--- src/rtl/shift_add_mult_pkg.sv ---
// Shared state encoding and sizing helpers for the shift-and-add multiplier.
package shift_add_mult_pkg;

  typedef enum logic [1:0] {
    ST_IDLE = 2'd0,
    ST_RUN  = 2'd1,
    ST_DONE = 2'd2
  } state_t;

  function automatic int unsigned clog2(input int unsigned v);
    int unsigned r;
    r = 0;
    for (int unsigned x = v - 1; x != 0; x = x >> 1) r = r + 1;
    return r;
  endfunction

endpackage

--- src/rtl/param_adder.sv ---
// Combinational WIDTH-bit ripple adder with carry-in and carry-out.
module param_adder #(
  parameter int unsigned WIDTH = 4
) (
  input  logic [WIDTH-1:0] i_a,
  input  logic [WIDTH-1:0] i_b,
  input  logic             i_carry,
  output logic [WIDTH-1:0] o_sum,
  output logic             o_carry
);

  assign {o_carry, o_sum} = (WIDTH+1)'(i_a) + (WIDTH+1)'(i_b) + (WIDTH+1)'(i_carry);

endmodule

--- src/rtl/shift_add_mult.sv ---
// Iterative unsigned shift-and-add multiplier: one partial-product add per
// clock through a single WIDTH-bit adder, start/busy/done handshake.
module shift_add_mult
  import shift_add_mult_pkg::*;
#(
  parameter int unsigned WIDTH = 4
) (
  input  logic               i_clk,
  input  logic               i_rst_n,
  input  logic               i_start,
  input  logic [WIDTH-1:0]   i_op1,
  input  logic [WIDTH-1:0]   i_op2,
  output logic               o_busy,
  output logic               o_done,
  output logic [2*WIDTH-1:0] o_product
);

  localparam int unsigned CNT_W = clog2(WIDTH) + 1;
  localparam int unsigned PW    = 2 * WIDTH;

  state_t           state, state_nx;
  logic [WIDTH-1:0] mcand, mcand_nx;
  logic [WIDTH-1:0] acc_hi, acc_hi_nx;
  logic [WIDTH-1:0] acc_lo, acc_lo_nx;
  logic [CNT_W-1:0] cnt, cnt_nx;
  logic             busy_nx, done_nx;
  logic [PW-1:0]    product_nx;

  logic [WIDTH-1:0] add_sum;
  logic             add_c;
  logic [WIDTH-1:0] pp_sum;
  logic             pp_c;

  param_adder #(.WIDTH(WIDTH)) u_adder (
    .i_a     (acc_hi),
    .i_b     (mcand),
    .i_carry (1'b0),
    .o_sum   (add_sum),
    .o_carry (add_c)
  );

  // Partial product: add the multiplicand only when the current multiplier bit is set
  assign pp_sum = acc_lo[0] ? add_sum : acc_hi;
  assign pp_c   = acc_lo[0] & add_c;

  always_comb begin
    state_nx   = state;
    mcand_nx   = mcand;
    acc_hi_nx  = acc_hi;
    acc_lo_nx  = acc_lo;
    cnt_nx     = cnt;
    busy_nx    = 1'b0;
    done_nx    = 1'b0;
    product_nx = o_product;
    case (state)
      ST_IDLE: begin
        if (i_start) begin
          mcand_nx  = i_op1;
          acc_lo_nx = i_op2;
          acc_hi_nx = '0;
          cnt_nx    = '0;
          busy_nx   = 1'b1;
          state_nx  = ST_RUN;
        end
      end
      ST_RUN: begin
        // Carry lands in the top bit of the shifted high half, so nothing overflows
        acc_hi_nx = {pp_c, pp_sum[WIDTH-1:1]};
        acc_lo_nx = {pp_sum[0], acc_lo[WIDTH-1:1]};
        cnt_nx    = cnt + CNT_W'(1);
        if (cnt == CNT_W'(WIDTH - 1)) begin
          state_nx = ST_DONE;
        end else begin
          busy_nx = 1'b1;
        end
      end
      ST_DONE: begin
        product_nx = {acc_hi, acc_lo};
        done_nx    = 1'b1;
        state_nx   = ST_IDLE;
      end
      default: state_nx = ST_IDLE;
    endcase
  end

  always_ff @(posedge i_clk or negedge i_rst_n) begin
    if (!i_rst_n) begin
      state     <= ST_IDLE;
      mcand     <= '0;
      acc_hi    <= '0;
      acc_lo    <= '0;
      cnt       <= '0;
      o_busy    <= 1'b0;
      o_done    <= 1'b0;
      o_product <= '0;
    end else begin
      state     <= state_nx;
      mcand     <= mcand_nx;
      acc_hi    <= acc_hi_nx;
      acc_lo    <= acc_lo_nx;
      cnt       <= cnt_nx;
      o_busy    <= busy_nx;
      o_done    <= done_nx;
      o_product <= product_nx;
    end
  end

endmodule

--- config.mk ---
export PLATFORM = sky130hd
export DESIGN_NAME = shift_add_mult
export DESIGN_NICKNAME = d
export VERILOG_FILES = /design/src/rtl/shift_add_mult_pkg.sv /design/src/rtl/param_adder.sv /design/src/rtl/shift_add_mult.sv
export SDC_FILE = /design/constraint.sdc
export NUM_CORES = 1
export LEC_CHECK = 0
export ABC_AREA = 1
export ABC_CLOCK_PERIOD_IN_PS = 1490
export CAP_MARGIN = 20
export CELL_PAD_IN_SITES_DETAIL_PLACEMENT = 0
export CELL_PAD_IN_SITES_GLOBAL_PLACEMENT = 2
export CORE_ASPECT_RATIO = 1.1
export CORE_MARGIN = 1
export CORE_UTILIZATION = 30
export DETAILED_ROUTE_END_ITERATION = 6
export PLACE_DENSITY_LB_ADDON = 0.1
export SLEW_MARGIN = 0
export SYNTH_ARGS = -nofsm -noshare
export SYNTH_HDL_FRONTEND = slang
export SYNTH_SLANG_ARGS = --single-unit
--- constraint.sdc ---
create_clock -name i_clk -period 1.49 [get_ports i_clk]
set_clock_uncertainty 0.05 [all_clocks]
set_input_delay 0.3725 -clock i_clk [delete_from_list [all_inputs] [get_ports i_clk]]
set_output_delay 0.3725 -clock i_clk [all_outputs]
set_load 0.01 [all_outputs]
# Yosys cells after proc, flatten, opt, wreduce, memory -nomap -nowiden
# Cells that the tools add are included.
[classes] addsub=2 eq_ne=5 n_mux=14 n_bitwise=1 reduce_logical=5
[ops] op="$pmux 4 s2" count=2
[ops] op="$mux 4" count=3
[ops] op="$pmux 3 s2" count=1
[ops] op="$reduce_and 2->1" count=3
[ops] op="$add 4x4->5" count=1
[ops] op="$mux 2" count=2
[ops] op="$ne 2x2->1 const B" count=2
[ops] op="$pmux 2 s2" count=1
[ops] op="$add 3x1->3 const B" count=1
[ops] op="$eq 3x2->1 const B" count=1
[ops] op="$mux 1" count=3
[ops] op="$mux 3" count=1
[ops] op="$eq 2x1->1 const B" count=1
[ops] op="$eq 2x2->1 const B" count=1
[ops] op="$logic_not 2->1" count=1
[ops] op="$pmux 1 s2" count=1
[ops] op="$reduce_bool 2->1" count=1
[ops] op="$and 1x1->1" count=1
[word_totals] ff_bits=27 inputBits=11 output_inout_bits=10 elab_cells=35

# Logic depth before layout (Yosys ltp)
# Gate-level depths: netlist (run 1).
[depth] ltp_word=3 mapped_depth=7 ltp_nobuf=7

# Hierarchy
# From an unflattened synthesis (run 1), not the netlist that was laid out.
[unflattened] cells_unflattened=145 area_unflattened_um2=1282.5
[by_module_without_submodules] module="shift_add_mult" n_inst=1 cells_each=120 area_each_um2=1117.3
[by_module_without_submodules] module="param_adder" n_inst=1 cells_each=25 area_each_um2=165.2

# Worst setup path before layout (run 1)
# OpenSTA, ideal clock, no wires.
[synth_path] path_type="reg-to-reg" from="register mcand[0]" to="register acc_hi[1]" arrival_time_ns=1.288 setup_slack_ns=0.028 stages_incl_launch_ff=6 n_path_buf=0 period_less_slack_ns=1.462 cell_sequence="dfrtp_1 -> ha_1 -> fa_1 -> xor2_1 -> o21ai_1 -> o21ai_1"
[synth_between] elab_chain_len=3
[synth_lines] item="start: declaration" line_no="shift_add_mult.sv:22" text="logic [WIDTH-1:0] mcand, mcand_nx;"
[synth_lines] item="start signal: assignment" line_no="shift_add_mult.sv:98" text="mcand <= mcand_nx;"
[synth_lines] item="$add 4x4->5" line_no="param_adder.sv:12" text="assign {o_carry, o_sum} = (WIDTH+1)'(i_a) + (WIDTH+1)'(i_b) + (WIDTH+1)'(i_carry);"
[synth_lines] item="$mux 4" line_no="shift_add_mult.sv:43" text="assign pp_sum = acc_lo[0] ? add_sum : acc_hi;"
[synth_lines] item="$pmux 4 s2" line_no="shift_add_mult.sv:55" text="case (state)"
[synth_lines] item="end signal: assignment" line_no="shift_add_mult.sv:99" text="acc_hi <= acc_hi_nx;"
[synth_lines] item="end: declaration" line_no="shift_add_mult.sv:23" text="logic [WIDTH-1:0] acc_hi, acc_hi_nx;"
# No other way between the ends.
# A chain may end at the register's enable or synchronous reset.

# Worst setup path in the final report (run 1)
# Same ends and word-level chain as after synthesis.

==> flow_summary_export.csv, run 1 <==
group,metric,value,unit
finish,nFillCells,416,
min_path,hold_path.class,"input pin to asynchronous set/reset pin",
cts,cts_tree,"yes",
global_routing,track_usage,0.1239,
timing,fin_crit_sh,0.9827,
routing,num_vias,916,
timing,slew_headroom,0.7724,
timing,fin_crit,1.464,ns
cts,clock_sinks,27,
routing,drt-initial-drc-count,27,
placement,hpwl,1841,µm
cts,clk_path_buf_depth,2,
synth,syn-instance-count,121,
job,cap_violations,0,
placement,dp_slack,-0.06955,ns
synth,yosysMostFrequentCell,"dfrtp_1",
synth,ys_async_sr_fraction,1.000,
synth,synth-seq-cells,27,
routing,antenna_left,0,
timing,final_max_slew_viol_count,0,
synth,mappedNetlistArea,1302,µm²
finish,fin_util,0.4059,
pwr,power.leakage,0.7842,nW
placement,place_congestion,0.7370,
synth,synthTopCellsByArea,"dfrtp_1 (52%), o21ai_2 (6.7%), ha_1 (5.8%)",
floorplanning,dieHeight,71.11,µm
pwr,power_density,2054,nW/µm²
floorplanning,dieArea,4609,µm²
synth,synth_top_area_frac,0.5187,
routing,vias_per_cell,4.557,
floorplanning,coreArea,4054,µm²
synth,ys_seq_area_frac,0.5187,
pwr,swShare,0.4082,
finish,diodes,0,
timing,rsz0062_at_grt,"yes",
synth,synthTopCellsByCount,"dfrtp_1 (27), nand2_1 (18), inv_1 (10), o21ai_2 (10), o21ai_1 (9)",
synth,synth_top_cell_by_area,"dfrtp_1",
placement,io_buffers,20,
timing,fmax,683.0,MHz
finish,fin_nets,168,
finish,syn_to_final_growth,26.32,%
pwr,power_frac_seq,0.375,
pwr,p_int,2.000,mW
synth,synth_flop_cell,"dfrtp_1",
pwr,total_power,3.380,mW
cts,clkTransAtPathRegs,0.09,ns
cts,root_buffer,"clkbuf_8",
global_routing,grt_pass1_vias,971,
finish,drive_gt1_frac,0.2550,
synth,synth_edf_count,0,
cts,numCtsBuffers,3,
routing,wl,2505,µm
global_routing,grt-ovfl-total,0,
floorplanning,ios,21,
timing,hold_viol,0,
floorplanning,std_cell_rows,24,
synth,yosys_warnings,0,
critical_path,worst_setup_path_start_kind,"flop",
pwr,power.switching,1.380,mW
routing,routedWlPerCell,12.46,µm
finish,layout.cells.non_filler,201,
global_routing,grt_pass1_wl,4409,µm
timing,setup_ws,0.02577,ns
timing,tightest_slew,0.3409,ns
floorplanning,initial_utilization,0.3213,
routing,dr.pass1.iters,4,
placement,dpl.cell_count,196,
timing,setup_viol,0,
synth,avgSynthCellArea,10.76,µm²
critical_path,path_max_fanout,2,
cts,htreeDepth,1,
global_routing,antenna_found_initial,0,
critical_path,critical_path_class,"flop to flop",
critical_path,end_kind,"flop",
pwr,p_clk_frac,0.120,
critical_path,worstPathRequired,1.60,ns
floorplanning,die_width,64.83,µm
global_routing,grt_start_max_net_pins,28,
pwr,vdd_drop_max,0.7593,mV
routing,drc,0,
critical_path,arrival,1.57,ns
synth,syn-num-nets,139,
status,outcome,"complete, no violations",
pwr,power_frac_comb,0.505,
cts,clkLatencyLatePin,0.27,ns
synth,synth.distinct_cells,29,
kinds of logic after synthesis:
kind of cell / count (synthesis) / share of synthesized area
XOR/XNOR: 1 / 0.006726
AND/OR/NAND/NOR: 31 / 0.1220
buffers and inverters: 18 / 0.06532
adder cells (fa/ha/maj): 7 / 0.07301
AO/OA/AOI/OAI: 33 / 0.1796
flip-flops: 27 / 0.5187
multiplexers: 4 / 0.03458
path summary, 6_finish.rpt:
path | startpoint | end | slack (ns) | cells past startpoint
max | mcand[0]$_DFFE_PN0P_ | acc_hi[1]$_DFFE_PN0P_ | 0.03 | 5
max in group asynchronous | i_rst_n | mcand[1]$_DFFE_PN0P_ | 0.83 | 2
min in group i_clk | o_product[7]$_DFFE_PN0P_ | o_product[7]$_DFFE_PN0P_ | 0.43 | 2
min reg2reg | o_product[7]$_DFFE_PN0P_ | o_product[7]$_DFFE_PN0P_ | 0.43 | 2
max reg2reg | mcand[0]$_DFFE_PN0P_ | acc_hi[1]$_DFFE_PN0P_ | 0.03 | 5
min | i_rst_n | o_product[5]$_DFFE_PN0P_ | 0.41 | 2
layout by cell type, fill, tap and decap left out:
cell,instances
nand3_1,4
nand3_2,1
a21oi_1,4
ha_2,1
o211ai_1,2
inv_2,4
clkinv_2,1
nor2_2,1
o21ai_0,1
a21oi_2,2
clkinv_1,1
a22o_1,1
buf_4,5
fa_2,1
mux2_2,1
o21ai_1,9
mux2_1,3
xor2_1,1
clkdlybuf4s50_1,10
clkbuf_8,3
dfrtp_1,27
nand2_2,2
nand2_1,18
o21ai_2,10
dlygate4sd2_1,10
nor2_1,3
nor2_8,1
inv_4,1
nand2_4,1
inv_1,10
a22oi_1,1
buf_12,1
o22ai_1,1
ha_1,5
o211ai_2,2
area by class of cell:
cell class                      instances  area [µm²]  share of cell area
Clock buffer                            3       41.29             0.02510
Inverter                               16       62.56             0.03802
Tap cell                               52       65.06             0.03954
Multi-Input combinational cell         76       550.5              0.3346
Sequential cell                        27       675.6              0.4106
Clock inverter                          1       5.005            0.003042
Timing Repair Buffer                   26       245.2              0.1490
repair_timing:
item                                    in CTS  in global routing
pin swaps                                    0                  1
buffers inserted                             0                  1
resized for setup                           12                  1
hold buffers                                 0                  0
endpoints found under the setup margin      12                  2
sequential cells by signal, indices dropped and copies added (netlist names):
register and count:
acc_lo 4, o_product 8, acc_hi 4, o_busy 1, mcand 4, o_done 1
cnt 3, state 2
per-layer routing:
layer | vias up | track usage | part of all wire
met2 | 19 | 0.2025 | 0.47
li1 | 464 | - | -
met4 | 0 | 0.04444 | 0.017
met1 | 428 | 0.1677 | 0.48
met5 | - | 0 | 0
met3 | 5 | 0.01452 | 0.034
through the flow:
| stage | setup TNS, ns | hold slack, ns | instance area, µm² |
|---|---|---|---|
| after floorplan | 0 | 0.02691 | 1303 |
| after global placement | -0.1641 | 0.4148 | 1595 |
| after detailed placement | -0.3245 | 0.4190 | 1595 |
| after CTS | 0 | 0.4125 | 1634 |
| after global routing | -0.09924 | 0.4185 | 1645 |
| final | 0 | 0.4064 | 1645 |
worst max-delay path, cell delays in order, from the launching register on:
cell	delay, ns
dfrtp_1	0.39
ha_2	0.20
fa_2	0.36
xor2_1	0.17
o21ai_1	0.11
o21ai_1	0.07
power by group through the flow:
stage,logic [mW],clock network (mW),registers (mW)
after global routing,1.96,0.448,1.31
after detailed placement,1.75,0,1.29
after CTS,1.70,0.428,1.27
final,1.71,0.407,1.27
after global placement,1.73,0,1.27
after floorplan,1.18,0,1.29
No activity file was read; power rests on OpenSTA's default activity.
==> run 2, diff against run 1 <==
--- a/config.mk
+++ b/config.mk
@@ -13,7 +13,9 @@
 export CORE_ASPECT_RATIO = 1.1
 export CORE_MARGIN = 1
 export CORE_UTILIZATION = 30
+export CTS_CLUSTER_SIZE = 10
 export DETAILED_ROUTE_END_ITERATION = 6
+export HOLD_SLACK_MARGIN = 0.06
 export PLACE_DENSITY_LB_ADDON = 0.1
 export SLEW_MARGIN = 0
 export SYNTH_ARGS = -nofsm -noshare
==> results of run 2 <==
Same layout as run 1: the final DEF is identical, and so are final timing and power.
==> run 3, diff against run 2 <==
==> constraint.sdc (replaced) <==
create_clock -name i_clk -period 1.49 [get_ports i_clk]
set_clock_uncertainty 0.05 [all_clocks]
set_input_delay 0.298 -clock i_clk [delete_from_list [all_inputs] [get_ports i_clk]]
set_output_delay 0.298 -clock i_clk [all_outputs]
set_load 0.01 [all_outputs]
==> flow_summary_export.csv, run 3 (synthesis gave the netlist of run 1 again) <==
group,metric,value,unit
placement,io_buffers,20,
timing,fin_crit,1.459,ns
floorplanning,ios,21,
timing,hold_viol,0,
critical_path,end_kind,"flop",
global_routing,grt_pass1_vias,838,
floorplanning,die_width,64.83,µm
critical_path,r2r-start,"mcand[0]$_DFFE_PN0P_",
routing,vias_per_cell,4.555,
critical_path,worst_setup_path_start_kind,"flop",
critical_path,arrival,1.58,ns
cts,cts_hold_buf,0,
routing,num_vias,911,
global_routing,track_usage,0.1194,
placement,place_area,1575,µm²
routing,dr.pass1.iters,4,
timing,rsz0062_at_grt,"yes",
global_routing,grt_pass1_wl,4195,µm
timing,hold_ws,0.3408,ns
finish,nFillCells,421,
routing,drt-initial-drc-count,24,
placement,place_congestion,0.7475,
finish,layout_commonest_cell,"dfrtp_1",
global_routing,grt-ovfl-total,0,
cts,root_buffer,"clkbuf_8",
critical_path,r2r_end,"acc_hi[1]$_DFFE_PN0P_",
cts,numCtsBuffers,3,
floorplanning,coreArea,4054,µm²
cts,clkLatencyLatePin,0.28,ns
timing,final_max_slew_viol_count,0,
timing,fmax,685.2,MHz
critical_path,r2r_setup_slack,0.03,ns
timing,tightest_slew,0.3457,ns
cts,cts_tree,"yes",
critical_path,r2r_cells,5,
job,cap_violations,0,
finish,diodes,0,
timing,fin_tns_setup,0,ns
floorplanning,dieHeight,71.11,µm
finish,multi_input_area,546.8,µm²
finish,largest-register,"o_product",
cts,htreeDepth,1,
floorplanning,initial_utilization,0.3213,
placement,hpwl,1796,µm
cts,clock_sinks,27,
critical_path,worst_path_max_delay_cell,"dfrtp_1",
finish,drive_gt1_frac,0.2432,
global_routing,antenna_found_initial,0,
placement,dpl.cell_count,195,
cts,clk_path_buf_depth,2,
critical_path,crit_chain,"ha_2, fa_2, xor2_1, o21ai_1, o21ai_1",
pwr,vdd_drop_max,0.7295,mV
pwr,power.leakage,0.7878,nW
timing,setup_viol,0,
routing,routedWlPerCell,12.00,µm
critical_path,path_max_fanout,2,
routing,drc,0,
finish,largest_reg_flops,8,
global_routing,grt_start_max_net_pins,28,
critical_path,worstPathRequired,1.61,ns
critical_path,crit_family,"adder cells",
critical_path,critical_path_class,"flop to flop",
routing,antenna_left,0,
pwr,total_power,3.357,mW
finish,syn_to_final_growth,24.78,%
finish,final_cell_area,1625,µm²
critical_path,cpMostUsedCell,"o21ai_1",
critical_path,slowest_delay,0.39,ns
routing,wl,2399,µm
timing,fin_crit_sh,0.9794,
finish,regArea,675.6,µm²
finish,final_cell_mix,"dfrtp_1 (27), nand2_1 (18), inv_1 (10), o21ai_2 (10), clkdlybuf4s50_1 (10)",
critical_path,path_buf_inv,0,
timing,slew_headroom,0.7695,
finish,fin_nets,167,
floorplanning,dieArea,4609,µm²
pwr,power_density,2065,nW/µm²
min_path,hold_path.class,"input pin to asynchronous set/reset pin",
floorplanning,std_cell_rows,24,
cts,clkTransAtPathRegs,0.10,ns
finish,layout.cells.non_filler,200,
status,outcome,"complete, no violations",
## run 3: timing repair
item	4_1_cts	5_1_grt
pin swaps	0	0
setup endpoints to repair	11	3
resized for setup	11	1
hold endpoints to repair	0	0
buffers inserted	0	1
gates cloned	0	0
## run 3: metal layers
metal	GRT usage	share of wire	vias to the layer above
li1	-	-	462
met1	0.1736	0.50	425
met2	0.1771	0.45	19
met3	0.01935	0.035	5
met4	0.04444	0.017	0
met5	0	0	-
## run 3: cell type report
class | instances | share of cell area
tap | 52 | 0.04003
multi-input combinational | 76 | 0.3364
sequential | 27 | 0.4157
clock buffer | 3 | 0.02540
inverter | 16 | 0.03849
timing repair buffer | 25 | 0.1409
clock inverter | 1 | 0.003079
## run 3: worst max-delay path by stage
stage / startpoint / cells after the start / to / slack (ns)
finish: mcand[0]$_DFFE_PN0P_ / 5 / acc_hi[1]$_DFFE_PN0P_ / 0.03
global route: mcand[0]$_DFFE_PN0P_ / 5 / acc_hi[1]$_DFFE_PN0P_ / -0.04
CTS: o_done$_DFF_PN0_ / 1 / o_done / 0.0002
detailed placement: mcand[0]$_DFFE_PN0P_ / 5 / acc_hi[1]$_DFFE_PN0P_ / -0.06
global placement: mcand[0]$_DFFE_PN0P_ / 5 / acc_hi[1]$_DFFE_PN0P_ / -0.02
floorplan: mcand[0]$_DFFE_PN0P_ / 5 / acc_hi[1]$_DFFE_PN0P_ / 0.03
## run 3: through the flow
step                utilization  worst slack, ns
floorplan                     -          0.02773
global placement         0.3886         -0.02217
detailed placement       0.3886         -0.05704
CTS                      0.3985        0.0002121
global route             0.4009         -0.03972
finish                   0.4009          0.03064
## run 3: where the power goes
group / internal (mW) / switching, mW / total (mW)
Clock: 0.188 / 0.239 / 0.427
Sequential: 1.06 / 0.198 / 1.26
Combinational: 0.739 / 0.933 / 1.67
Total: 1.99 / 1.37 / 3.36
## run 3: worst reg2reg max path, cell delays in order, from the launching register on
cell and delay (ns):
dfrtp_1 0.39, ha_2 0.20, fa_2 0.35, xor2_1 0.17, o21ai_1 0.11, o21ai_1 0.07
